## src/rtl/prog_run_pkg.sv

```systemverilog
`default_nettype none
// ============================================================================
// Module   : prog_run_pkg
// Purpose  : Shared types and default constants for the program-run
//            sequencer (prog_run_ctrl) and its cycle counter.
// Contents : state encoding + enum, default CYC_W / RST_CYC / TIMEOUT_CYC,
//            idx_width() helper used to size the program index port.
// Revision : 1.0 - initial release
// ============================================================================
package prog_run_pkg;

  // Default parameter values for prog_run_ctrl
  localparam int DEF_CYC_W       = 16;
  localparam int DEF_RST_CYC     = 2;
  localparam int DEF_TIMEOUT_CYC = 50000;

  // Sequencer state encoding, fixed 3-bit width
  localparam logic [2:0] S_IDLE   = 3'd0;
  localparam logic [2:0] S_CRST   = 3'd1;
  localparam logic [2:0] S_START  = 3'd2;
  localparam logic [2:0] S_RUN    = 3'd3;
  localparam logic [2:0] S_REPORT = 3'd4;
  localparam logic [2:0] S_DONE   = 3'd5;

  typedef enum logic [2:0] {
    ST_IDLE   = S_IDLE,
    ST_CRST   = S_CRST,
    ST_START  = S_START,
    ST_RUN    = S_RUN,
    ST_REPORT = S_REPORT,
    ST_DONE   = S_DONE
  } state_e;

  // Width of the program index; a single-program build still gets 1 bit.
  function automatic int idx_width(input int n);
    return (n > 1) ? $clog2(n) : 1;
  endfunction

endpackage : prog_run_pkg
`default_nettype wire

```

## src/rtl/run_cycle_ctr.sv

```systemverilog
`default_nettype none
// ============================================================================
// Module   : run_cycle_ctr
// Purpose  : Saturating up/down counter with zero detect. Counts RUN cycles
//            upward (sticking at all-ones) and, after a reload, counts the
//            core-reset hold period downward (sticking at zero).
// Ports    : clk        - clock, posedge
//            rst        - synchronous active-high reset (count -> 0)
//            i_clr      - clear count to 0 (priority over load/en)
//            i_load     - load i_load_val
//            i_load_val - reload value
//            i_en       - count enable
//            i_down     - 1: count down, 0: count up
//            o_count    - current count
//            o_zero     - count == 0
// Revision : 1.0 - initial release
// ============================================================================
module run_cycle_ctr #(
  parameter int WIDTH = 16
) (
  input  logic             clk,
  input  logic             rst,
  input  logic             i_clr,
  input  logic             i_load,
  input  logic [WIDTH-1:0] i_load_val,
  input  logic             i_en,
  input  logic             i_down,
  output logic [WIDTH-1:0] o_count,
  output logic             o_zero
);

  localparam logic [WIDTH-1:0] c_ALL_ONES = '1;
  localparam logic [WIDTH-1:0] c_ONE      = WIDTH'(1);

  logic [WIDTH-1:0] r_count;

  always_ff @(posedge clk) begin
    if (rst) begin
      r_count <= '0;
    end else if (i_clr) begin
      r_count <= '0;
    end else if (i_load) begin
      r_count <= i_load_val;
    end else if (i_en) begin
      if (i_down) begin
        // Hold at zero so a stray extra enable cannot wrap to all-ones
        if (r_count != '0) begin
          r_count <= r_count - c_ONE;
        end
      end else begin
        // Saturate: a hung program reports all-ones, never a wrapped value
        if (r_count != c_ALL_ONES) begin
          r_count <= r_count + c_ONE;
        end
      end
    end
  end

  assign o_count = r_count;
  assign o_zero  = (r_count == '0);

endmodule : run_cycle_ctr
`default_nettype wire

```

## src/rtl/prog_run_ctrl.sv

```systemverilog
`default_nettype none
// ============================================================================
// Module   : prog_run_ctrl
// Purpose  : Host-side sequencer for the processor core. Resets the core,
//            then starts NUM_PROGS programs back to back, measures the RUN
//            cycle count of each and reports it with a one-cycle strobe.
// Options  : `define RUN_TIMEOUT_EN to abort a program that runs for
//            TIMEOUT_CYC cycles without an Ack (sets TimedOut, skips the
//            remaining programs). Undefined: RUN waits for Ack forever.
// Ports    : Clk        - clock, posedge
//            Reset      - synchronous active-high reset
//            Go         - start a sequence (honoured in IDLE/DONE only)
//            CoreAck    - done flag from the core
//            CoreReset  - reset to the core (Reset OR hold period)
//            CoreStart  - one-cycle start pulse to the core
//            ProgIdx    - index of current / last program
//            CycleCount - RUN cycles of the last finished program
//            CountValid - one-cycle strobe qualifying CycleCount/ProgIdx
//            Busy       - sequence in progress
//            Done       - sequence finished (sticky until Go/Reset)
//            TimedOut   - sequence aborted by timeout (sticky until Go/Reset)
// Revision : 1.0 - initial release
// ============================================================================
module prog_run_ctrl
  import prog_run_pkg::*;
#(
  parameter int NUM_PROGS   = 3,
  parameter int CYC_W       = DEF_CYC_W,
  parameter int RST_CYC     = DEF_RST_CYC,
  parameter int TIMEOUT_CYC = DEF_TIMEOUT_CYC
) (
  input  logic                              Clk,
  input  logic                              Reset,
  input  logic                              Go,
  input  logic                              CoreAck,
  output logic                              CoreReset,
  output logic                              CoreStart,
  output logic [idx_width(NUM_PROGS)-1:0]   ProgIdx,
  output logic [CYC_W-1:0]                  CycleCount,
  output logic                              CountValid,
  output logic                              Busy,
  output logic                              Done,
  output logic                              TimedOut
);

  localparam int                 c_IDX_W     = idx_width(NUM_PROGS);
  localparam logic [c_IDX_W-1:0] c_LAST_IDX  = c_IDX_W'(NUM_PROGS - 1);
  localparam logic [c_IDX_W-1:0] c_IDX_ONE   = c_IDX_W'(1);
  // The hold countdown leaves CRST when it reaches zero, so loading
  // RST_CYC-1 yields exactly RST_CYC cycles of CRST.
  localparam logic [CYC_W-1:0]   c_CRST_LOAD = CYC_W'(RST_CYC - 1);

  state_e               r_state;
  logic [c_IDX_W-1:0]   r_prog_idx;
  logic [CYC_W-1:0]     r_cycle_count;

  logic                 w_ctr_clr;
  logic                 w_ctr_load;
  logic                 w_ctr_en;
  logic                 w_ctr_down;
  logic [CYC_W-1:0]     w_count;
  logic                 w_ctr_zero;
  logic                 w_go_accept;
  logic                 w_ack_ok;
  logic                 w_timeout_hit;
  logic                 w_timed_out;

  // --------------------------------------------------------------------------
  // Shared counter: CRST hold countdown, then RUN cycle measurement
  // --------------------------------------------------------------------------
  run_cycle_ctr #(
    .WIDTH (CYC_W)
  ) u_ctr (
    .clk        (Clk),
    .rst        (Reset),
    .i_clr      (w_ctr_clr),
    .i_load     (w_ctr_load),
    .i_load_val (c_CRST_LOAD),
    .i_en       (w_ctr_en),
    .i_down     (w_ctr_down),
    .o_count    (w_count),
    .o_zero     (w_ctr_zero)
  );

  always_comb begin
    w_ctr_clr  = 1'b0;
    w_ctr_load = 1'b0;
    w_ctr_en   = 1'b0;
    w_ctr_down = 1'b0;
    case (r_state)
      ST_IDLE, ST_DONE: w_ctr_load = Go;
      ST_CRST: begin
        w_ctr_en   = 1'b1;
        w_ctr_down = 1'b1;
      end
      ST_START: w_ctr_clr = 1'b1;
      ST_RUN:   w_ctr_en  = 1'b1;
      default:  ;
    endcase
  end

  assign w_go_accept = ((r_state == ST_IDLE) || (r_state == ST_DONE)) && Go;

  // Counter is zero only in the first RUN cycle; an Ack there is the stale
  // flag left over from the previous program's halt.
  assign w_ack_ok = (r_state == ST_RUN) && CoreAck && !w_ctr_zero;

  // --------------------------------------------------------------------------
  // Optional hung-program timeout
  // --------------------------------------------------------------------------
`ifdef RUN_TIMEOUT_EN
  localparam logic [CYC_W-1:0] c_TIMEOUT_LAST = CYC_W'(TIMEOUT_CYC - 1);

  logic r_timed_out;

  assign w_timeout_hit = (r_state == ST_RUN) && (w_count == c_TIMEOUT_LAST);

  always_ff @(posedge Clk) begin
    if (Reset) begin
      r_timed_out <= 1'b0;
    end else if (w_go_accept) begin
      r_timed_out <= 1'b0;
    end else if (w_timeout_hit && !w_ack_ok) begin
      // A real Ack in the same cycle wins over the timeout
      r_timed_out <= 1'b1;
    end
  end

  assign w_timed_out = r_timed_out;
`else
  logic [CYC_W-1:0] w_unused_timeout;

  assign w_unused_timeout = CYC_W'(TIMEOUT_CYC);
  assign w_timeout_hit    = 1'b0;
  assign w_timed_out      = 1'b0;
`endif

  // --------------------------------------------------------------------------
  // Sequencer FSM
  // --------------------------------------------------------------------------
  always_ff @(posedge Clk) begin
    if (Reset) begin
      r_state       <= ST_IDLE;
      r_prog_idx    <= '0;
      r_cycle_count <= '0;
    end else begin
      case (r_state)
        ST_IDLE, ST_DONE: begin
          if (Go) begin
            r_prog_idx <= '0;
            r_state    <= ST_CRST;
          end
        end

        ST_CRST: begin
          if (w_ctr_zero) begin
            r_state <= ST_START;
          end
        end

        ST_START: begin
          r_state <= ST_RUN;
        end

        ST_RUN: begin
          if (w_ack_ok || w_timeout_hit) begin
            r_cycle_count <= w_count;
            r_state       <= ST_REPORT;
          end
        end

        ST_REPORT: begin
          // Programs run back to back with no core reset in between
          if ((r_prog_idx == c_LAST_IDX) || w_timed_out) begin
            r_state <= ST_DONE;
          end else begin
            r_prog_idx <= r_prog_idx + c_IDX_ONE;
            r_state    <= ST_START;
          end
        end

        default: begin
          r_state <= ST_IDLE;
        end
      endcase
    end
  end

  // --------------------------------------------------------------------------
  // Outputs
  // --------------------------------------------------------------------------
  // Combinational so the core is reset in the same cycles as this block
  assign CoreReset  = Reset | (r_state == ST_CRST);
  assign CoreStart  = (r_state == ST_START);
  assign CountValid = (r_state == ST_REPORT);
  assign Busy       = (r_state == ST_CRST)  || (r_state == ST_START) ||
                      (r_state == ST_RUN)   || (r_state == ST_REPORT);
  assign Done       = (r_state == ST_DONE);
  assign TimedOut   = w_timed_out;
  assign ProgIdx    = r_prog_idx;
  assign CycleCount = r_cycle_count;

endmodule : prog_run_ctrl
`default_nettype wire

```

## config.mk

```make
export PLATFORM = sky130hd
export DESIGN_NAME = prog_run_ctrl
export DESIGN_NICKNAME = d
export VERILOG_FILES = /design/src/rtl/prog_run_pkg.sv /design/src/rtl/run_cycle_ctr.sv /design/src/rtl/prog_run_ctrl.sv
export SDC_FILE = /design/constraint.sdc
export NUM_CORES = 1
export LEC_CHECK = 0
export BUFFER_PORTS_ARGS = -buffer_cell sky130_fd_sc_hd__buf_2
export CORE_ASPECT_RATIO = 0.75
export CORE_UTILIZATION = 49
export CTS_BUF_LIST = sky130_fd_sc_hd__clkbuf_4 sky130_fd_sc_hd__clkbuf_8
export DETAILED_ROUTE_END_ITERATION = 8
export PLACE_DENSITY = 0.69
export SLEW_MARGIN = 20
export SYNTH_ARGS = -nofsm -noshare
export SYNTH_HDL_FRONTEND = slang
export SYNTH_SLANG_ARGS = --single-unit
```

## constraint.sdc

```tcl
create_clock -name Clk -period 3.8 [get_ports Clk]
set_input_delay 0.57 -clock Clk [delete_from_list [all_inputs] [get_ports Clk]]
set_output_delay 0.57 -clock Clk [all_outputs]
set_load 0.01 [all_outputs]
```

# == Word level (Yosys, flattened, before mapping) ==
# Cells that the tools add are included.
# W data, S select, Z words.
# word_totals
ff_bits,37
latchBits,0
mem_bits_rw,0
rom_bits,0
in_bits,4
out_inout_bits,24
elab_cells,61
mem_count,0
# op_classes
addsub,3
mul,0
div,0
n_lt_le_gt_ge,0
n_eq_ne,13
n_shift,0
muxes,17
n_bitwise,1
reduce_logical,22
# ops
cell,count
$mux W16,3
$add A16 B1 Y16 const B,1
$logic_not A16 Y1,1
$ne A16 B16 Y1 const B,1
$reduce_bool A16 Y1,1
$sub A16 B1 Y16 const B,1
$pmux W3 S5,1
$mux W3,4
$reduce_and A3 Y1,4
$ne A2 B2 Y1 const B,5
$eq A3 B2 Y1 const B,2
$eq A3 B3 Y1 const B,2
$mux W1,6
$reduce_bool A2 Y1,3
$reduce_or A2 Y1,3
$mux W2,2
$pmux W2 S2,1
$eq A3 B1 Y1 const B,1
$logic_not A3 Y1,1
$logic_or A1 B1 Y1,3
$ne A3 B2 Y1 const B,1
$reduce_bool A3 Y1,1
$reduce_or A3 Y1,1
$add A2 B1 Y2 const B,1
5 further kinds,6

# == Longest topological paths before layout ==
# depth
ltp_word,5
ltp_mapped,10
mapped_depth_nobuf,8

# == By module ==
# Synthesis repeated with hierarchy kept, for this count alone.
# hier_totals
cells_unflattened,337
hier_area_um2,2688.8
# by_module_without_submodules
mod,instances,cells_per_inst,area_each_um2,seq_area_each_um2
run_cycle_ctr,1,204,1666.6,320.3
prog_run_ctrl,1,133,1022.2,420.4

# == Worst setup path after synthesis ==
# Ideal clock, no wire load.
# synth_timing
kind,register -> register
from,register r_state[1]
to,"register u_ctr.r_count[8], in the netlist u_ctr.o_count[8]"
setup_ns,0.070
arrival_ns,2.803
setup_slack_ns,0.926
stages_incl_launch_ff,11
n_path_buf,2
synth_period_minus_slack_ns,2.874
path_cell_list,dfxtp_1 -> buf_6 -> or3b_4 -> clkbuf_1 -> xnor2_1 -> ha_1 -> or2_1 -> or4_1 -> o31a_1 -> or4_1 -> a21oi_1
# synth_via
elab_chain_len,4
word_cells_on_any_way,16
classes_between,5 x eq/ne; 5 x mux; 6 x reduce/logical
# synth_rtl
item,line,source
start: declaration,prog_run_ctrl.sv:53,state_e r_state;
start signal: assignment,prog_run_ctrl.sv:143,r_state <= ST_IDLE;
start signal: assignment,prog_run_ctrl.sv:151,r_state <= ST_CRST;
start signal: assignment,prog_run_ctrl.sv:157,r_state <= ST_START;
"$eq A3 B1 Y1, or another cell as far along",prog_run_ctrl.sv:90,case (r_state)
"$mux W1, or another cell as far along",prog_run_ctrl.sv:90,
"$ne A2 B2 Y1 (no source line), or another cell as far along",n/a,
$reduce_and A3 Y1 (no source line) / $reduce_or A3 Y1 (equally long branches),n/a,
end signal: assignment,run_cycle_ctr.sv:43,r_count <= i_load_val;
end signal: assignment,run_cycle_ctr.sv:48,r_count <= r_count - c_ONE;
end signal: assignment,run_cycle_ctr.sv:53,r_count <= r_count + c_ONE;
end: declaration,run_cycle_ctr.sv:35,logic [WIDTH-1:0] r_count;
# Parallel ways exist; a longest one is shown, timed or not.
# A chain may end at the register's enable or synchronous reset.

# == Worst setup path after layout ==
# layout_timing
from,register r_state[0]
to,"register u_ctr.r_count[8], in the netlist u_ctr.o_count[8]"
# The elaborated chain is that of the path after synthesis.

==> metrics.md <==
| Metric | Value |
|---|---|
| Status | `complete, no violations` |
| Mapped Cells | `292` |
| Final hold vios | `0` |
| CTS tree | `yes` |
| Area of the multi-input gates | `1380 um2` |
| Number of cells upsized or downsized after cts | `0` |
| Final hold slack | `455 ps` |
| Pre-antenna DRT Iters | `4` |
| CTS Hold Bufs | `0` |
| Fmax | `0.327 GHz` |
| Worst-path maximum fanout | `13` |
| Worst-path clk slew | `80 ps` |
| Pint | `0.000898 W` |
| Max Cap Viol | `0` |
| DR top layer | `met4` |
| Gr ovfl total | `0` |
| Slew @ Worst Pin | `863 ps` |
| Crit. End Element | `register` |
| TNS Setup | `0 ps` |
| RSZ-0062 raised after global routing | `false` |
| Setup Fix Bufs, Post-CTS | `0` |
| Post-route ant nets | `0` |
| Final critical-path share of the clock period | `80.5%` |
| Power share of the clock group | `28.0%` |
| Min Tclk post-route | `3060 ps` |
| Initial antenna violation count | `0` |
| FF-to-FF path depth | `8` |
| Pin count of the biggest net entering global routing | `26` |
| Top FF cell, synth | `dfxtp_1` |
| Metal-1 WL | `2820 um` |
| R2R Setup Slk | `740 ps` |
| Worst r2r src | `r_state[0]$_SDFFE_PP0P_` |
| Detailed-routed wire length on met2 | `2450 um` |
| I/O Buffers | `26` |
| Yosys warns | `0` |
| DRC | `0` |
| H-tree Lvls | `2` |
| Power per cell area | `576 nW/um2` |
| Clk sinks | `37` |
| Critical Path RT | `4010 ps` |
| Cell leakage power | `0.899 nW` |
| Layout cells sized above 1 | `16.4%` |
| Comb power frac | `38.9%` |
| Max Transition Viols Final | `0` |
| Peak supply drop | `0.418 mV` |
| Hold Path End | `CycleCount[2]$_SDFFE_PP0P_` |
| Fillers | `415` |
| # rows | `20` |
| Async set-or-reset flop fraction in the synthesized netlist | `0%` |
| Drt initial violations | `166` |
| Detailed Place HPWL | `4170 um` |
| Fin cells | `360` |
| Root Driver | `clkbuf_8` |
| Critical path class | `register to register` |
| Min-Delay Path Class | `register to register` |
| Hold wc startpoint | `CycleCount[2]$_SDFFE_PP0P_` |
| Vias per cell | `6.21` |
| Yosys cell types | `56` |
| First-pass GRT wire length | `9290 um` |
| Final core occ | `59.3%` |
| Wire length per cell | `16.1 um` |
| Syn_nets | `298` |
| Area of the mapped netlist | `2260 um2` |
| Slew margin rel. | `42.3%` |
| Sequential fraction of design power | `33.1%` |
| Syn Area/Cell | `7.73 um2` |
| CP startpoint kind | `register` |
| Psw | `0.000544 W` |
| Die area | `4880 um2` |
| Area Overhead vs Synth | `11.0%` |
| Core area | `4230 um2` |
| Number of flops mapped to enable cells by yosys | `0` |
| Gpl congestion | `0.917` |
| Final setup vio count | `0` |
| WHS Path Cells | `2` |
| Seq/Total Area, Yosys | `32.8%` |
| Total track usage | `25.3%` |
| Routed vias | `2237` |
| Initial Utilization | `53.4%` |
| FF+latch area | `741 um2` |
| Die H | `60.8 um` |
| Nets@finish | `310` |
| Metal3 WL | `476 um` |
| Crit path DAT | `3270 ps` |
| CTS Buffer Depth | `2` |
| Ant. Diodes | `0` |
| Vias in the first global route | `1905` |
| Layout Skew | `8.26 ps` |
| Die X | `80.4 um` |
| Synthesized flop and latch total | `37` |
| IO Count | `28` |
| Worst skew pair latency | `290 ps` |
| CTS buffer count | `5` |
| Placed insts | `352` |
| Switch share | `37.7%` |
| Drt total wl | `5800 um` |
| Reg-to-reg endpoint | `u_ctr.o_count[8]$_SDFFE_PP0P_` |
worst max path at each step:
stage / startpoint / endpoint / cells past startpoint / slack (ps)
after global placement: r_state[0]$_SDFFE_PP0P_ / u_ctr.o_count[8]$_SDFFE_PP0P_ / 8 / 870
final: r_state[0]$_SDFFE_PP0P_ / u_ctr.o_count[8]$_SDFFE_PP0P_ / 8 / 740
after CTS: r_state[0]$_SDFFE_PP0P_ / u_ctr.o_count[8]$_SDFFE_PP0P_ / 8 / 760
after floorplan: r_state[1]$_SDFFE_PP0P_ / u_ctr.o_count[8]$_SDFFE_PP0P_ / 10 / 930
after detailed placement: r_state[0]$_SDFFE_PP0P_ / u_ctr.o_count[8]$_SDFFE_PP0P_ / 8 / 780
after global routing: r_state[0]$_SDFFE_PP0P_ / u_ctr.o_count[8]$_SDFFE_PP0P_ / 8 / 620
worst max-delay path, stage by stage (launching register included):
cell,delay (ps)
dfxtp_1,550
or3b_4,510
xnor2_1,150
ha_1,260
or2_1,270
or4_1,440
o31a_1,270
or4_1,390
a21oi_1,140
cells in the final DEF, fill, tap and decap left out, types with 2 or more instances in the layout:
cell	instances
ha_1	2
clkbuf_8	5
o32ai_1	3
or4_4	2
inv_1	7
and3_1	3
or4_1	8
or3_1	2
xnor2_1	3
nand2_1	58
o22a_1	2
nand2b_1	10
nor4_1	5
nor3_1	7
a21oi_1	28
nand3_1	5
bufinv_16	2
a211oi_1	2
nor3b_1	3
o21ai_0	4
buf_4	4
a22oi_1	2
o31a_1	4
dfxtp_1	37
nor2_1	16
mux2i_1	10
buf_2	26
o211ai_1	3
o31ai_1	4
nand4_1	11
a31oi_1	2
cells by family (layout without fill, tap and decap cells):
| logic type | after synthesis | count (layout) | synth area share [%] |
|---|---|---|---|
| buf+inv | 32 | 45 | 6.49 |
| xor+xnor | 3 | 3 | 1.16 |
| fa+ha+maj | 2 | 2 | 1.11 |
| mux | 10 | 10 | 4.43 |
| compound gates | 67 | 67 | 21.1 |
| simple gates | 140 | 140 | 32.7 |
| flops | 37 | 37 | 32.8 |
| other cells | 1 | 1 | 0.166 |
per-layer routing:
metal	track usage, %	up-vias
met2	39.5	92
li1	-	1087
met1	34.8	1052
met5	0	-
met3	6.62	6
met4	6.89	0
sequential cells by signal, indices dropped and copies added (netlist names):
| name | cells |
|---|---|
| u_ctr.o_count | 16 |
| CycleCount | 16 |
| ProgIdx | 2 |
| r_state | 3 |
per-stage QoR:
stage	power, W	worst slack [ps]	cell area [um2]
3_5_place_dp	0.00104	783	2370
6_report	0.00144	742	2510
2_1_floorplan	0.000929	926	2260
5_1_grt	0.00153	622	2510
4_1_cts	0.00145	758	2510
3_3_place_gp	0.00104	866	2370
power by group through the flow:
stage	Clock [W]	Combinational (W)	Sequential, W
2_1_floorplan	0	0.000484	0.000445
3_3_place_gp	0	0.000554	0.000483
3_5_place_dp	0	0.000557	0.000483
4_1_cts	0.000412	0.000559	0.000474
5_1_grt	0.000427	0.000620	0.000483
6_report	0.000404	0.000561	0.000477
synth_stat cells, types with 3 or more instances:
cell type	number	area [um2]
nand4_1	11	68.8
o31a_1	4	35.0
nand2b_1	10	62.6
nand3_1	5	25.0
clkbuf_1	13	48.8
o21ai_0	4	20.0
nand2_1	58	218
inv_1	7	26.3
xnor2_1	3	26.3
buf_4	3	22.5
o31ai_1	4	30.0
mux2i_1	10	100
buf_2	6	30.0
and3_1	3	18.8
nor3_1	7	35.0
a21oi_1	28	140
o211ai_1	3	22.5
or4_1	8	60.1
nor2_1	16	60.1
nor3b_1	3	22.5
dfxtp_1	37	741
o32ai_1	3	26.3
nor4_1	5	31.3
layout make-up:
class                      instances  area share (%)
multi-input combinational        223            54.9
sequential                        37            29.6
timing repair buffer              30            6.39
clock buffer                       5            2.75
tap                               55            2.75
clock inverter                     3            2.60
inverter                           7            1.05
Note: power is estimated with default switching activity, not from simulation.
